--- src/rtl/fmac_chan_sched_if.sv ---
// Channel-request, result and engine-handshake bundle for the shared MAC scheduler.
// master = scheduler side, slave = channels plus engine.
interface fmac_chan_sched_if #(
  parameter int NCH = 4,
  parameter int CHW = 2
);
  logic           enable;
  logic [NCH-1:0] req;
  logic [NCH-1:0] ack;
  logic [CHW-1:0] chan_sel;
  logic           eng_start;
  logic           eng_done;
  logic [14:0]    eng_se;
  logic [14:0]    eng_sez;
  logic           res_valid;
  logic [CHW-1:0] res_chan;
  logic [14:0]    res_se;
  logic [14:0]    res_sez;
  logic           res_err;
  logic           busy;

  modport master (
    input  enable, req, eng_done, eng_se, eng_sez,
    output ack, chan_sel, eng_start, res_valid, res_chan, res_se, res_sez, res_err, busy
  );

  modport slave (
    output enable, req, eng_done, eng_se, eng_sez,
    input  ack, chan_sel, eng_start, res_valid, res_chan, res_se, res_sez, res_err, busy
  );
endinterface

--- src/rtl/fmac_chan_sched.sv ---
// Round-robin scheduler sharing one bit-serial MAC engine among NCH ADPCM channels,
// with start/done handshake tracking and a watchdog on the engine wait.
//
// state     | meaning
// IDLE      | waiting for enable, a request and an idle engine; picks the next channel
// LAUNCH    | chan_sel settled; issue the start pulse and clear the watchdog
// WAIT_LOW  | waiting for the engine to drop done
// WAIT_HIGH | waiting for the engine to raise done again
// CAPTURE   | result strobe and ack visible; record the served channel
module fmac_chan_sched #(
  parameter int NCH     = 4,
  parameter int CHW     = 2,
  parameter int TIMEOUT = 200,
  parameter int TW      = 8
) (
  input logic clk,
  input logic reset,
  fmac_chan_sched_if.master bus
);
  typedef enum logic [2:0] {IDLE, LAUNCH, WAIT_LOW, WAIT_HIGH, CAPTURE} state_t;

  localparam logic [TW-1:0]  TMAX  = TW'(TIMEOUT - 1);
  localparam logic [CHW:0]   NCH_W = (CHW+1)'(NCH);
  localparam logic [NCH-1:0] ONE   = NCH'(1);

  state_t         state;
  logic [TW-1:0]  timer;
  logic [CHW-1:0] last_grant;

  logic [2*NCH-1:0] req2;
  logic [NCH-1:0]   rot;
  logic             grant_hit;
  logic [CHW:0]     grant_off;
  logic [CHW:0]     grant_sum;
  logic [CHW-1:0]   grant_idx;

  // rot[j] is the request of channel (last_grant+1+j) mod NCH, so the lowest set bit wins
  always_comb begin
    req2      = {bus.req, bus.req};
    rot       = NCH'(req2 >> ({1'b0, last_grant} + 1'b1));
    grant_hit = 1'b0;
    grant_off = '0;
    for (int j = NCH - 1; j >= 0; j--) begin
      if (rot[j[CHW-1:0]]) begin
        grant_hit = 1'b1;
        grant_off = (CHW+1)'(j);
      end
    end
    grant_sum = {1'b0, last_grant} + grant_off + 1'b1;
    grant_idx = (grant_sum >= NCH_W) ? CHW'(grant_sum - NCH_W) : CHW'(grant_sum);
  end

  always_ff @(posedge clk) begin
    if (reset) begin
      state         <= IDLE;
      timer         <= '0;
      last_grant    <= CHW'(NCH - 1);
      bus.ack       <= '0;
      bus.chan_sel  <= '0;
      bus.eng_start <= 1'b0;
      bus.res_valid <= 1'b0;
      bus.res_chan  <= '0;
      bus.res_se    <= '0;
      bus.res_sez   <= '0;
      bus.res_err   <= 1'b0;
      bus.busy      <= 1'b0;
    end else begin
      bus.eng_start <= 1'b0;
      bus.ack       <= '0;
      bus.res_valid <= 1'b0;
      case (state)
        IDLE: begin
          if (bus.enable && grant_hit && bus.eng_done) begin
            bus.chan_sel <= grant_idx;
            bus.busy     <= 1'b1;
            state        <= LAUNCH;
          end
        end
        LAUNCH: begin
          bus.eng_start <= 1'b1;
          timer         <= '0;
          state         <= WAIT_LOW;
        end
        WAIT_LOW, WAIT_HIGH: begin
          if ((state == WAIT_LOW) && !bus.eng_done) begin
            state <= WAIT_HIGH;
          end else if ((state == WAIT_HIGH) && bus.eng_done) begin
            bus.res_se    <= bus.eng_se;
            bus.res_sez   <= bus.eng_sez;
            bus.res_err   <= 1'b0;
            bus.res_chan  <= bus.chan_sel;
            bus.res_valid <= 1'b1;
            bus.ack       <= ONE << bus.chan_sel;
            state         <= CAPTURE;
          end else if (timer == TMAX) begin
            // watchdog: total wait across both phases is bounded, timer is shared
            bus.res_se    <= '0;
            bus.res_sez   <= '0;
            bus.res_err   <= 1'b1;
            bus.res_chan  <= bus.chan_sel;
            bus.res_valid <= 1'b1;
            bus.ack       <= ONE << bus.chan_sel;
            state         <= CAPTURE;
          end else begin
            timer <= timer + 1'b1;
          end
        end
        CAPTURE: begin
          last_grant <= bus.chan_sel;
          bus.busy   <= 1'b0;
          state      <= IDLE;
        end
        default: state <= IDLE;
      endcase
    end
  end
endmodule

--- src/flat_wrapper.sv ---
// flat-port wrapper written by rule: the top's interface ports become plain ports
module fmac_chan_sched_flat 
#(
  parameter int NCH     = 4,
  parameter int CHW     = 2,
  parameter int TIMEOUT = 200,
  parameter int TW      = 8
)
  (clk, reset, bus_enable, bus_req, bus_eng_done, bus_eng_se, bus_eng_sez, bus_ack, bus_chan_sel, bus_eng_start, bus_res_valid, bus_res_chan, bus_res_se, bus_res_sez, bus_res_err, bus_busy);
  fmac_chan_sched_if #(.NCH(NCH), .CHW(CHW)) bus_i ();
  input logic clk;
  input logic reset;
  input wire logic [$bits(bus_i.enable)-1:0] bus_enable;
  input wire logic [$bits(bus_i.req)-1:0] bus_req;
  input wire logic [$bits(bus_i.eng_done)-1:0] bus_eng_done;
  input wire logic [$bits(bus_i.eng_se)-1:0] bus_eng_se;
  input wire logic [$bits(bus_i.eng_sez)-1:0] bus_eng_sez;
  output wire logic [$bits(bus_i.ack)-1:0] bus_ack;
  output wire logic [$bits(bus_i.chan_sel)-1:0] bus_chan_sel;
  output wire logic [$bits(bus_i.eng_start)-1:0] bus_eng_start;
  output wire logic [$bits(bus_i.res_valid)-1:0] bus_res_valid;
  output wire logic [$bits(bus_i.res_chan)-1:0] bus_res_chan;
  output wire logic [$bits(bus_i.res_se)-1:0] bus_res_se;
  output wire logic [$bits(bus_i.res_sez)-1:0] bus_res_sez;
  output wire logic [$bits(bus_i.res_err)-1:0] bus_res_err;
  output wire logic [$bits(bus_i.busy)-1:0] bus_busy;
  assign bus_i.enable = bus_enable;
  assign bus_i.req = bus_req;
  assign bus_i.eng_done = bus_eng_done;
  assign bus_i.eng_se = bus_eng_se;
  assign bus_i.eng_sez = bus_eng_sez;
  assign bus_ack = bus_i.ack;
  assign bus_chan_sel = bus_i.chan_sel;
  assign bus_eng_start = bus_i.eng_start;
  assign bus_res_valid = bus_i.res_valid;
  assign bus_res_chan = bus_i.res_chan;
  assign bus_res_se = bus_i.res_se;
  assign bus_res_sez = bus_i.res_sez;
  assign bus_res_err = bus_i.res_err;
  assign bus_busy = bus_i.busy;
  fmac_chan_sched #(.NCH(NCH), .CHW(CHW), .TIMEOUT(TIMEOUT), .TW(TW)) u_core (.clk(clk), .reset(reset), .bus(bus_i));
endmodule
--- config.mk ---
export PLATFORM = sky130hd
export DESIGN_NAME = fmac_chan_sched_flat
export DESIGN_NICKNAME = d
export VERILOG_FILES = /design/src/rtl/fmac_chan_sched_if.sv /design/src/rtl/fmac_chan_sched.sv /design/src/flat_wrapper.sv
export SDC_FILE = /design/constraint.sdc
export NUM_CORES = 1
export LEC_CHECK = 0
export CAP_MARGIN = 15
export CORE_MARGIN = 1
export CORE_UTILIZATION = 40
export DETAILED_ROUTE_END_ITERATION = 12
export PLACE_DENSITY = 0.83
export SYNTH_ARGS = -nofsm -noshare
export SYNTH_HDL_FRONTEND = slang
export SYNTH_SLANG_ARGS = --single-unit
--- constraint.sdc ---
create_clock -name clk -period 1.9 [get_ports clk]
set_input_delay 0.38 -clock clk [delete_from_list [all_inputs] [get_ports clk]]
set_output_delay 0.38 -clock clk [all_outputs]
set_load 0.01 [all_outputs]
==> results.toml <==
[critical_path]
crit_arrival_ps = 2190
crit_type = "reg -> reg"
reg2reg_from = "u_core.timer[1]"
rr_worst_depth = 6
rr_endpoint = "u_core.bus.ack[0]"
crit_required_ps = 2140
critPathLaunchType = "flip-flop"
crit_fanout = 5
reg2reg_slack_ps = -40
cp-end-kind = "flip-flop"

[drt]
firstDrtPassIters = 4
vias_per_cell = 5.119
avgRoutedWirePerCell_um = 13.54
final_antenna_net_count = 0
wirelength_um = 6159
drtIter0Drc = 157
drc = 0
vias = 2329

[layout]
final_area_sq_um = 3577
layoutNonFillerInstCount = 455
nets = 422
drive_above_1_share_pct = 18.54
fill_cells = 462
area_growth_pct = 55.63
antenna_cells = 0
utilization_pct = 64.96

[yosys]
ys_warn_count = 0
syn_nets = 320
ys_seq_area_share_pct = 47.90
synth_top_cell_by_area = "dfxtp_1"
synth-edff-count = 0
synth_cell_type_count = 41
synthesis.area_sq_um = 2298
ys_async_sr_fraction_pct = 0
synth_flop_cell = "dfxtp_1"
synthCells = 280
ys_top_cells_by_area = "dfxtp_1 48%, a21oi_1 8.1%, nand2_1 6.7%"
synth_top_area_share_pct = 47.90
ys_ff_latch = 55
synth.avg_cell_area_sq_um = 8.209

[global_routing]
grt.total_usage_pct = 20.81
antenna_found_initial = 0
grt_max_degree = 32
grt_pass1_wl_um = 10170
grt_pass1_vias = 2327
grt_overflow_total = 0

[worst_hold_path]
holdPathEnd = "u_core.bus.res_se[2]"
hp-class = "reg -> reg"
holdCritStartpoint = "u_core.bus.res_se[2]"
hold_path_depth = 2

[place]
placed_area_sq_um = 3385
place.detailed.instances = 445
post-dp-hpwl_um = 4382
io_buffers = 79
dpl_worst_slack_ps = -466.4
globalplace.congestion = 0.8850

[sta]
slew_headroom_pct = 64.69
finalWorstSetupSlack_ps = -43.64
setup_viol = 24
skew_ps = 8.543
rsz0062_at_grt = "yes"
slew_viol_final = 0
tightest_slew_ps = 526.1
hold-worst-slack_ps = 469.6
period_share_pct = 102.3
hold_viol_final = 0
min_period_ps = 1944
clock.fmax_mhz = 514.5

[die]
dieArea_sq_um = 6054
dieHeight_um = 77.81
rows = 27
ioPinCount = 80
die_w_um = 77.81
start_util_pct = 41.74
core_sq_um = 5507

[pwr]
power_density_nw_per_um2 = 639.3
p_leak_uw = 0.001274
vdd_drop_max_mv = 0.3828

[clock_network]
h-tree-depth = 2
hold_buffers = 0
cts_sinks = 55
root_buffer = "clkbuf_8"
clk_pin_slew_ps = 100
clk_latency_ps = 310
cts_inserted_buffers = 5
cts_tree = "yes"
clockBufferDepth = 2

[run_status]
violations = "negative setup slack"
status = "finished with violations"

[run]
drv_cap = 0
-- metrics by stage --
stage / setup TNS, ps / total power, uW
finish: -377.4 / 2287
global route: -4228 / 2401
CTS: -1213 / 2284
detailed placement: -4676 / 1623
global placement: -3032 / 1612
floorplan: 0 / 1416
-- where the power goes --
group | internal (uW) | leakage, uW | switching [uW] | total [uW]
clock network | 299 | 0.0000484 | 366 | 665
logic | 199 | 0.000781 | 216 | 415
registers | 1180 | 0.000444 | 27.5 | 1210
total | 1680 | 0.00127 | 609 | 2290
-- critical path, stage by stage, from the launching register on --
cell and delay (ps):
dfxtp_2 360, ha_4 140, nand4_1 100, or4_4 440, maj3_4 390, nor3_4 260
nor3b_2 190
-- layout make-up --
class                      count  area (sq um)  area share, %
clock inverter                 1         8.758         0.2448
clock buffer                   7         86.33          2.413
timing repair buffer         113          1079          30.15
multi-input combinational    198          1175          32.84
inverter                       9         33.78         0.9444
tap                           72         90.09          2.518
sequential                    55          1105          30.88
-- state kept, by name (all words and copies together) (netlist names) --
name and count:
u_core.bus.res_valid 1, u_core.bus.res_se 15, u_core.bus.res_sez 15, u_core.bus.ack 4, u_core.bus.eng_start 1, u_core.bus.chan_sel 2, u_core.bus.res_err 1, u_core.state 3
u_core.bus.res_chan 2, u_core.timer 8, u_core.bus.busy 1, u_core.last_grant 2
-- worst max-delay path by stage --
stage	start	end	slack, ps	cells past startpoint
after floorplan	u_core.last_grant[0]	u_core.bus.chan_sel[1]	3	9
after global placement	bus_req[3]	u_core.bus.chan_sel[1]	-390	10
after detailed placement	bus_req[3]	u_core.bus.chan_sel[1]	-470	9
after CTS	u_core.timer[1]	u_core.bus.res_sez[12]	-70	7
after global routing	u_core.timer[1]	u_core.bus.ack[0]	-190	6
final	u_core.timer[1]	u_core.bus.ack[0]	-40	6
-- cell families after synthesis --
logic type	Yosys count	share of synthesized area (%)
buffers and inverters	27	4.845
muxes	1	0.4355
DFF	55	47.90
xor gates and xnor gates	8	3.049
adders and majority gates	4	2.014
AOI/OAI and AO/OA	85	20.58
and+or+nand+nor	100	21.18
-- routing by layer --
layer	part of all wire (%)	global-route usage (%)	routed length (um)	up-vias
li1	-	-	-	1170
met1	45	24.98	2742	1078
met2	50	38.14	3065	74
met3	4.9	3.529	303	7
met4	0.78	5.094	48	0
met5	0	0	0	-
-- cells in the final DEF, fill, tap and decap left out, types with 2 or more instances in the layout --
master and count:
a211oi_1 2, a21oi_1 37, and3_1 2, and3b_1 3, buf_12 2, buf_4 27, buf_6 4, clkbuf_8 6
clkdlybuf4s50_1 75, dfxtp_1 52, dfxtp_2 3, dlygate4sd2_1 4, inv_1 7, inv_2 2, nand2_1 41, nand2b_1 3
nand3_1 10, nor2_1 17, nor2_2 2, nor3_1 7, nor4_1 3, o21ai_1 25, o21ai_2 8, o32ai_1 2
or2_2 2, xnor2_1 7
-- what timing repair did --
item | in CTS | in global routing
endpoints found under the setup margin | 36 | 40
endpoints found under the hold margin | 0 | 0
setup buffers | 0 | 1
cloned | 0 | 1
resized for setup | 21 | 15
pin swaps | 9 | 13
-- cell usage after synthesis, drive strengths merged (2+ instances only) --
library cell	n
nand2	41
clkbuf	17
nand2b	3
or2	3
nand3	10
o32ai	2
maj3	2
nor4	4
xnor2	7
inv	9
a211oi	3
ha	2
a21oi	37
o21ai	33
nor2	19
and3b	3
a311oi	2
and3	2
nor3	9
dfxtp	55
No activity file was read; power rests on OpenSTA's default activity.
